## src/rtl/rc4_ksa_engine.sv

```systemverilog
// RC4 key-scheduling engine: optional identity fill followed by the KSA swap loop
// over a single-port synchronous S-box RAM with configurable read latency.
module rc4_ksa_engine #(
    parameter int unsigned DATA_W        = 8,
    parameter int unsigned ADDR_W        = 8,
    parameter int unsigned MAX_KEY_BYTES = 3,
    parameter int unsigned RD_LAT        = 1
) (
    input  logic                                 clk,
    input  logic                                 reset,
    input  logic                                 start,
    input  logic                                 abort,
    input  logic                                 init_en,
    input  logic [$clog2(MAX_KEY_BYTES+1)-1:0]   key_len,
    input  logic [MAX_KEY_BYTES*DATA_W-1:0]      key,
    input  logic [DATA_W-1:0]                    ram_rdata,
    output logic [ADDR_W-1:0]                    ram_addr,
    output logic [DATA_W-1:0]                    ram_wdata,
    output logic                                 ram_we,
    output logic                                 busy,
    output logic                                 done
);

    localparam int unsigned         KLEN_W   = $clog2(MAX_KEY_BYTES + 1);
    localparam logic [KLEN_W-1:0]   KLEN_MAX = KLEN_W'(MAX_KEY_BYTES);
    localparam logic [1:0]          LAT_LAST = 2'(RD_LAT - 1);

    typedef enum logic [3:0] {
        IDLE, INIT, RD_I, WAIT_I, RD_J, WAIT_J, WR_I, WR_J, DONE
    } state_t;

    state_t                               state;
    logic [ADDR_W-1:0]                    i;
    logic [ADDR_W-1:0]                    j;
    logic [KLEN_W-1:0]                    kidx;
    logic [KLEN_W-1:0]                    eff_len;
    logic [DATA_W-1:0]                    si;
    logic [1:0]                           lat_cnt;
    logic [MAX_KEY_BYTES-1:0][DATA_W-1:0] key_q;

    logic [DATA_W-1:0]                    key_byte;
    logic [ADDR_W-1:0]                    i_inc;
    logic [ADDR_W-1:0]                    j_next;
    logic [KLEN_W-1:0]                    len_in;

    // Key byte select as a plain mux so kidx never indexes past the key bus
    always_comb begin
        key_byte = '0;
        for (int unsigned k = 0; k < MAX_KEY_BYTES; k++) begin
            if (kidx == KLEN_W'(k)) key_byte = key_q[k];
        end
    end

    assign i_inc  = i + ADDR_W'(1);
    assign j_next = j + ADDR_W'(ram_rdata) + ADDR_W'(key_byte);
    assign len_in = (key_len == '0 || 32'(key_len) > MAX_KEY_BYTES) ? KLEN_MAX : key_len;

    // Outputs are loaded on entry to each state so they are valid for that whole state
    always_ff @(posedge clk or posedge reset) begin
        if (reset) begin
            state     <= IDLE;
            i         <= '0;
            j         <= '0;
            kidx      <= '0;
            eff_len   <= '0;
            si        <= '0;
            lat_cnt   <= '0;
            key_q     <= '0;
            ram_addr  <= '0;
            ram_wdata <= '0;
            ram_we    <= 1'b0;
            busy      <= 1'b0;
            done      <= 1'b0;
        end else if (abort && state != IDLE) begin
            state  <= IDLE;
            ram_we <= 1'b0;
            busy   <= 1'b0;
            done   <= 1'b0;
        end else begin
            ram_we <= 1'b0;
            done   <= 1'b0;
            unique case (state)
                IDLE: begin
                    if (start && !abort) begin
                        key_q    <= key;
                        eff_len  <= len_in;
                        i        <= '0;
                        j        <= '0;
                        kidx     <= '0;
                        busy     <= 1'b1;
                        ram_addr <= '0;
                        if (init_en) begin
                            state     <= INIT;
                            ram_wdata <= '0;
                            ram_we    <= 1'b1;
                        end else begin
                            state <= RD_I;
                        end
                    end
                end
                INIT: begin
                    if (&i) begin
                        i        <= '0;
                        ram_addr <= '0;
                        state    <= RD_I;
                    end else begin
                        i         <= i_inc;
                        ram_addr  <= i_inc;
                        ram_wdata <= DATA_W'(i_inc);
                        ram_we    <= 1'b1;
                    end
                end
                RD_I: begin
                    lat_cnt <= '0;
                    state   <= WAIT_I;
                end
                WAIT_I: begin
                    if (lat_cnt == LAT_LAST) begin
                        si       <= ram_rdata;
                        j        <= j_next;
                        ram_addr <= j_next;
                        state    <= RD_J;
                    end else begin
                        lat_cnt <= lat_cnt + 2'd1;
                    end
                end
                RD_J: begin
                    lat_cnt <= '0;
                    state   <= WAIT_J;
                end
                WAIT_J: begin
                    if (lat_cnt == LAT_LAST) begin
                        ram_addr  <= i;
                        ram_wdata <= ram_rdata;
                        ram_we    <= 1'b1;
                        state     <= WR_I;
                    end else begin
                        lat_cnt <= lat_cnt + 2'd1;
                    end
                end
                WR_I: begin
                    ram_addr  <= j;
                    ram_wdata <= si;
                    ram_we    <= 1'b1;
                    state     <= WR_J;
                end
                WR_J: begin
                    kidx <= (kidx == eff_len - KLEN_W'(1)) ? '0 : kidx + KLEN_W'(1);
                    if (&i) begin
                        done  <= 1'b1;
                        busy  <= 1'b0;
                        state <= DONE;
                    end else begin
                        i        <= i_inc;
                        ram_addr <= i_inc;
                        state    <= RD_I;
                    end
                end
                DONE: begin
                    state <= IDLE;
                end
                default: begin
                    state <= IDLE;
                end
            endcase
        end
    end

endmodule

```

## config.mk

```make
export PLATFORM = sky130hd
export DESIGN_NAME = rc4_ksa_engine
export DESIGN_NICKNAME = d
export VERILOG_FILES = /design/src/rtl/rc4_ksa_engine.sv
export SDC_FILE = /design/constraint.sdc
export NUM_CORES = 1
export LEC_CHECK = 0
export CAP_MARGIN = 20
export CORE_ASPECT_RATIO = 0.7
export CORE_MARGIN = 5
export CORE_UTILIZATION = 41
export CTS_BUF_LIST = sky130_fd_sc_hd__clkbuf_16
export DETAILED_ROUTE_END_ITERATION = 10
export DONT_BUFFER_PORTS = 1
export GPL_ROUTABILITY_DRIVEN = 0
export PLACE_DENSITY = 0.55
export RECOVER_POWER = 100
export SYNTH_ARGS = -nofsm -noshare
export SYNTH_HDL_FRONTEND = slang
export SYNTH_SLANG_ARGS = --single-unit
```

## constraint.sdc

```tcl
create_clock -name clk -period 4.15 [get_ports clk]
set_input_delay 1.0375 -clock clk [delete_from_list [all_inputs] [get_ports clk]]
set_output_delay 1.0375 -clock clk [all_outputs]
set_load 0.01 [all_outputs]
```

==> flow_summary.ini <==
[outcome]
outcome = finished, violations left
violations = max-capacitance violations, max-slew violations

[global_routing]
antenna_found_initial = 0
grt_pass1_vias = 3354
gr-usage-all-layers_pct = 17.90
grt_pass1_wl_mm = 18.68
globalRoute.totalOverflow = 0
grt_max_degree = 46

[clock_tree]
root_buffer = clkbuf_16
cts_made_buffers = 9
clock_path_buffers = 2
cts.sink_count = 77
cts-hold-fix-buffers = 0
clk_pin_slew_worst_paths_ns = 0.06
postCtsSetupBuffers = 0
cts_tree = yes
cts_max_level = 3
cts_resized = 0
insertion_delay_ns = 0.33

[timing]
hold_viol = 0
fin_setup_tns_ns = 0
fin_worst_skew_ns = 0.006023
fmax_mhz = 271.7
period_minus_slack_ns = 3.681
finalMaxSlewViolations = 109
finalCritPeriodShare_pct = 88.69
slew_headroom_pct = -72.63
finalSetupViolations = 0
rsz0062_at_grt = false
tightestPinTransition_ns = 2.589

[floorplan]
core_sq_um = 10890
die_h_um = 97.81
start_util_pct = 41.46
dieArea_sq_um = 13250
num_rows = 32
ios = 58
fp.dieW_um = 135.4

[power_and_ir_drop]
peakVddDrop_mv = 0.2803
p_per_area_nw_per_um2 = 640.2
p_leak_nw = 2.092
power_mw = 3.117
power_frac_comb_pct = 35.5
seqPwrFrac_pct = 38.0
p_sw_mw = 1.118
internal-power_mw = 1.999
p_clk_share_pct = 26.6
switching_share_pct = 35.88

[job]
cap_violations = 3

[worst_setup_path]
path_cells = inv_1, ha_1, nand2_1, nor2_1, a21oi_1, nor2_1, a21oi_1, fa_1, inv_1, ha_1, fa_1, a211oi_1, o21ai_0, and3_1, mux2i_1, mux2i_1
crit_fanout = 8
critPathKind = reg -> reg
arrival_ns = 3.85
cp_data_required_time_ns = 4.32
slowest_delay_ns = 0.51
cp-end-kind = flip-flop
crit_slowest_cell = fa_1
start_kind = flip-flop

[route]
drtIter0Drc = 266
vias = 3384
wirelength_mm = 11.48
ant_nets = 0
viasPerCell = 5.668
wl_per_cell_um = 19.23
drc = 0
drt_first_pass_iters = 5

[logic_synthesis]
syn_nets = 506
synthFlopType = dfrtp_1
seq_area_frac_synth_pct = 42.67
avgSynthCellArea_sq_um = 10.08
synth.distinct_cells = 65
synthArstFlopShare_pct = 100.0
syn_inst = 448
yosys_warnings = 0
synth_edf_count = 0
syn-cell-area_sq_um = 4516
ys_seq_elements = 77

[cells_and_area]
syn2layout_area_growth_pct = 7.814
final_common_cell = dfrtp_1
nets = 497
drive_above_1_share_pct = 11.94
finish.utilization_pct = 44.70
fill_cells = 1067
num_antenna_cells = 0
final_cell_mix = dfrtp_1 (77), o21ai_0 (45), nand2_1 (40)

[worst_hold_path]
hp-class = reg -> reg

[place]
dp_hpwl_mm = 8.489
io_buffers = 0
## logic make-up after synthesis
logic type                 synth area share (%)
and+or+nand+nor                           15.21
AOI/OAI and AO/OA                         17.79
DFF                                       42.67
buffers and inverters                     4.267
muxes                                     11.17
adders and majority gates                 6.595
xor gates and xnor gates                  2.300
## final cells by class
class                           count  area, sq um  area share, %
Clock inverter                      7        81.33          1.671
Clock buffer                        9        225.2          4.626
Tap cell                          153        191.4          3.932
Timing Repair Buffer                5        22.52         0.4626
Inverter                           22        83.83          1.722
Multi-Input combinational cell    324         2337          48.01
Sequential cell                    77         1927          39.58
## critical path, delay by kind of cell, from the launching register on
kind	cells	cell delay [ns]
buffers and inverters	2	0.15
muxes	2	0.32
and+or+nand+nor	4	0.50
adders and majority gates	4	1.53
AOI/OAI and AO/OA	4	0.59
DFF	1	0.43
## worst paths after layout
path	from	to	slack, ns	depth (start not counted)
worst min register to register	lat_cnt[0]	lat_cnt[0]	0.49	2
min in group asynchronous	reset	key_q[5]	1.23	2
worst max-delay path	kidx[0]	j[7]	0.47	16
worst min-delay path	lat_cnt[0]	lat_cnt[0]	0.49	2
max in group asynchronous	reset	j[1]	1.08	2
worst max register to register	kidx[0]	j[7]	0.47	16
## sequential cells by signal, summed over array words and instances, names as in the netlist
signal	count
si	8
done	1
state	4
busy	1
j	8
ram_we	1
lat_cnt	2
kidx	2
i	8
ram_addr	8
eff_len	2
ram_wdata	8
key_q	24
## synth_stat cells, drive strengths merged (2+ instances only)
| cell type | n | area [sq um] |
|---|---|---|
| o31ai | 4 | 30.03 |
| nand2b | 3 | 18.77 |
| inv | 22 | 82.58 |
| and2 | 2 | 12.51 |
| buf | 11 | 57.56 |
| a221o | 3 | 30.03 |
| a32o | 2 | 20.02 |
| xnor2 | 9 | 86.34 |
| and3 | 3 | 18.77 |
| nor3b | 2 | 15.01 |
| a22o | 5 | 43.79 |
| nand2 | 40 | 150.1 |
| a21o | 6 | 45.04 |
| mux2 | 43 | 484.2 |
| and3b | 2 | 17.52 |
| nor2 | 24 | 92.59 |
| ha | 11 | 137.6 |
| o21ai | 46 | 230.2 |
| xor2 | 2 | 17.52 |
| or4 | 3 | 26.27 |
| a22oi | 8 | 60.06 |
| nor3 | 6 | 30.03 |
| clkbuf | 14 | 52.55 |
| nor4 | 4 | 40.04 |
| a222oi | 3 | 30.03 |
| nor2b | 9 | 56.30 |
| nand3 | 13 | 65.06 |
| or4b | 2 | 23.77 |
| dfrtp | 77 | 1927 |
| fa | 8 | 160.2 |
| a211oi | 5 | 37.54 |
| or3 | 4 | 25.02 |
| nand3b | 3 | 35.03 |
| mux2i | 2 | 20.02 |
| a21oi | 26 | 130.1 |
## routing by layer
metal / global-route usage (%) / vias to the layer above / wire, um
met4: 4.028 / 0 / 121
met5: 0 / - / 0
li1: - / 1608 / -
met2: 24.69 / 90 / 4864
met3: 5.407 / 12 / 792
met1: 27.46 / 1674 / 5700
## stage by stage
step | instances | area (sq um) | setup slack [ns] | hold WS (ns)
2_1_floorplan | 448 | 4516 | 0.8326 | 0.4498
3_3_place_gp | 580 | 4628 | 0.6501 | 0.4626
3_5_place_dp | 580 | 4628 | 0.4988 | 0.4719
4_1_cts | 596 | 4935 | 0.4854 | 0.4854
5_1_grt | 597 | 4868 | 0.1340 | 0.5142
6_report | 597 | 4868 | 0.4694 | 0.4857
## power groups by stage
stage,clock [mW],combinational (mW),sequential [mW]
floorplan,0,0.955,1.10
global placement,0,1.10,1.20
detailed placement,0,1.14,1.20
CTS,0.846,1.14,1.19
global route,0.876,1.27,1.22
finish,0.828,1.11,1.18
(Power assumes the default switching activity.)
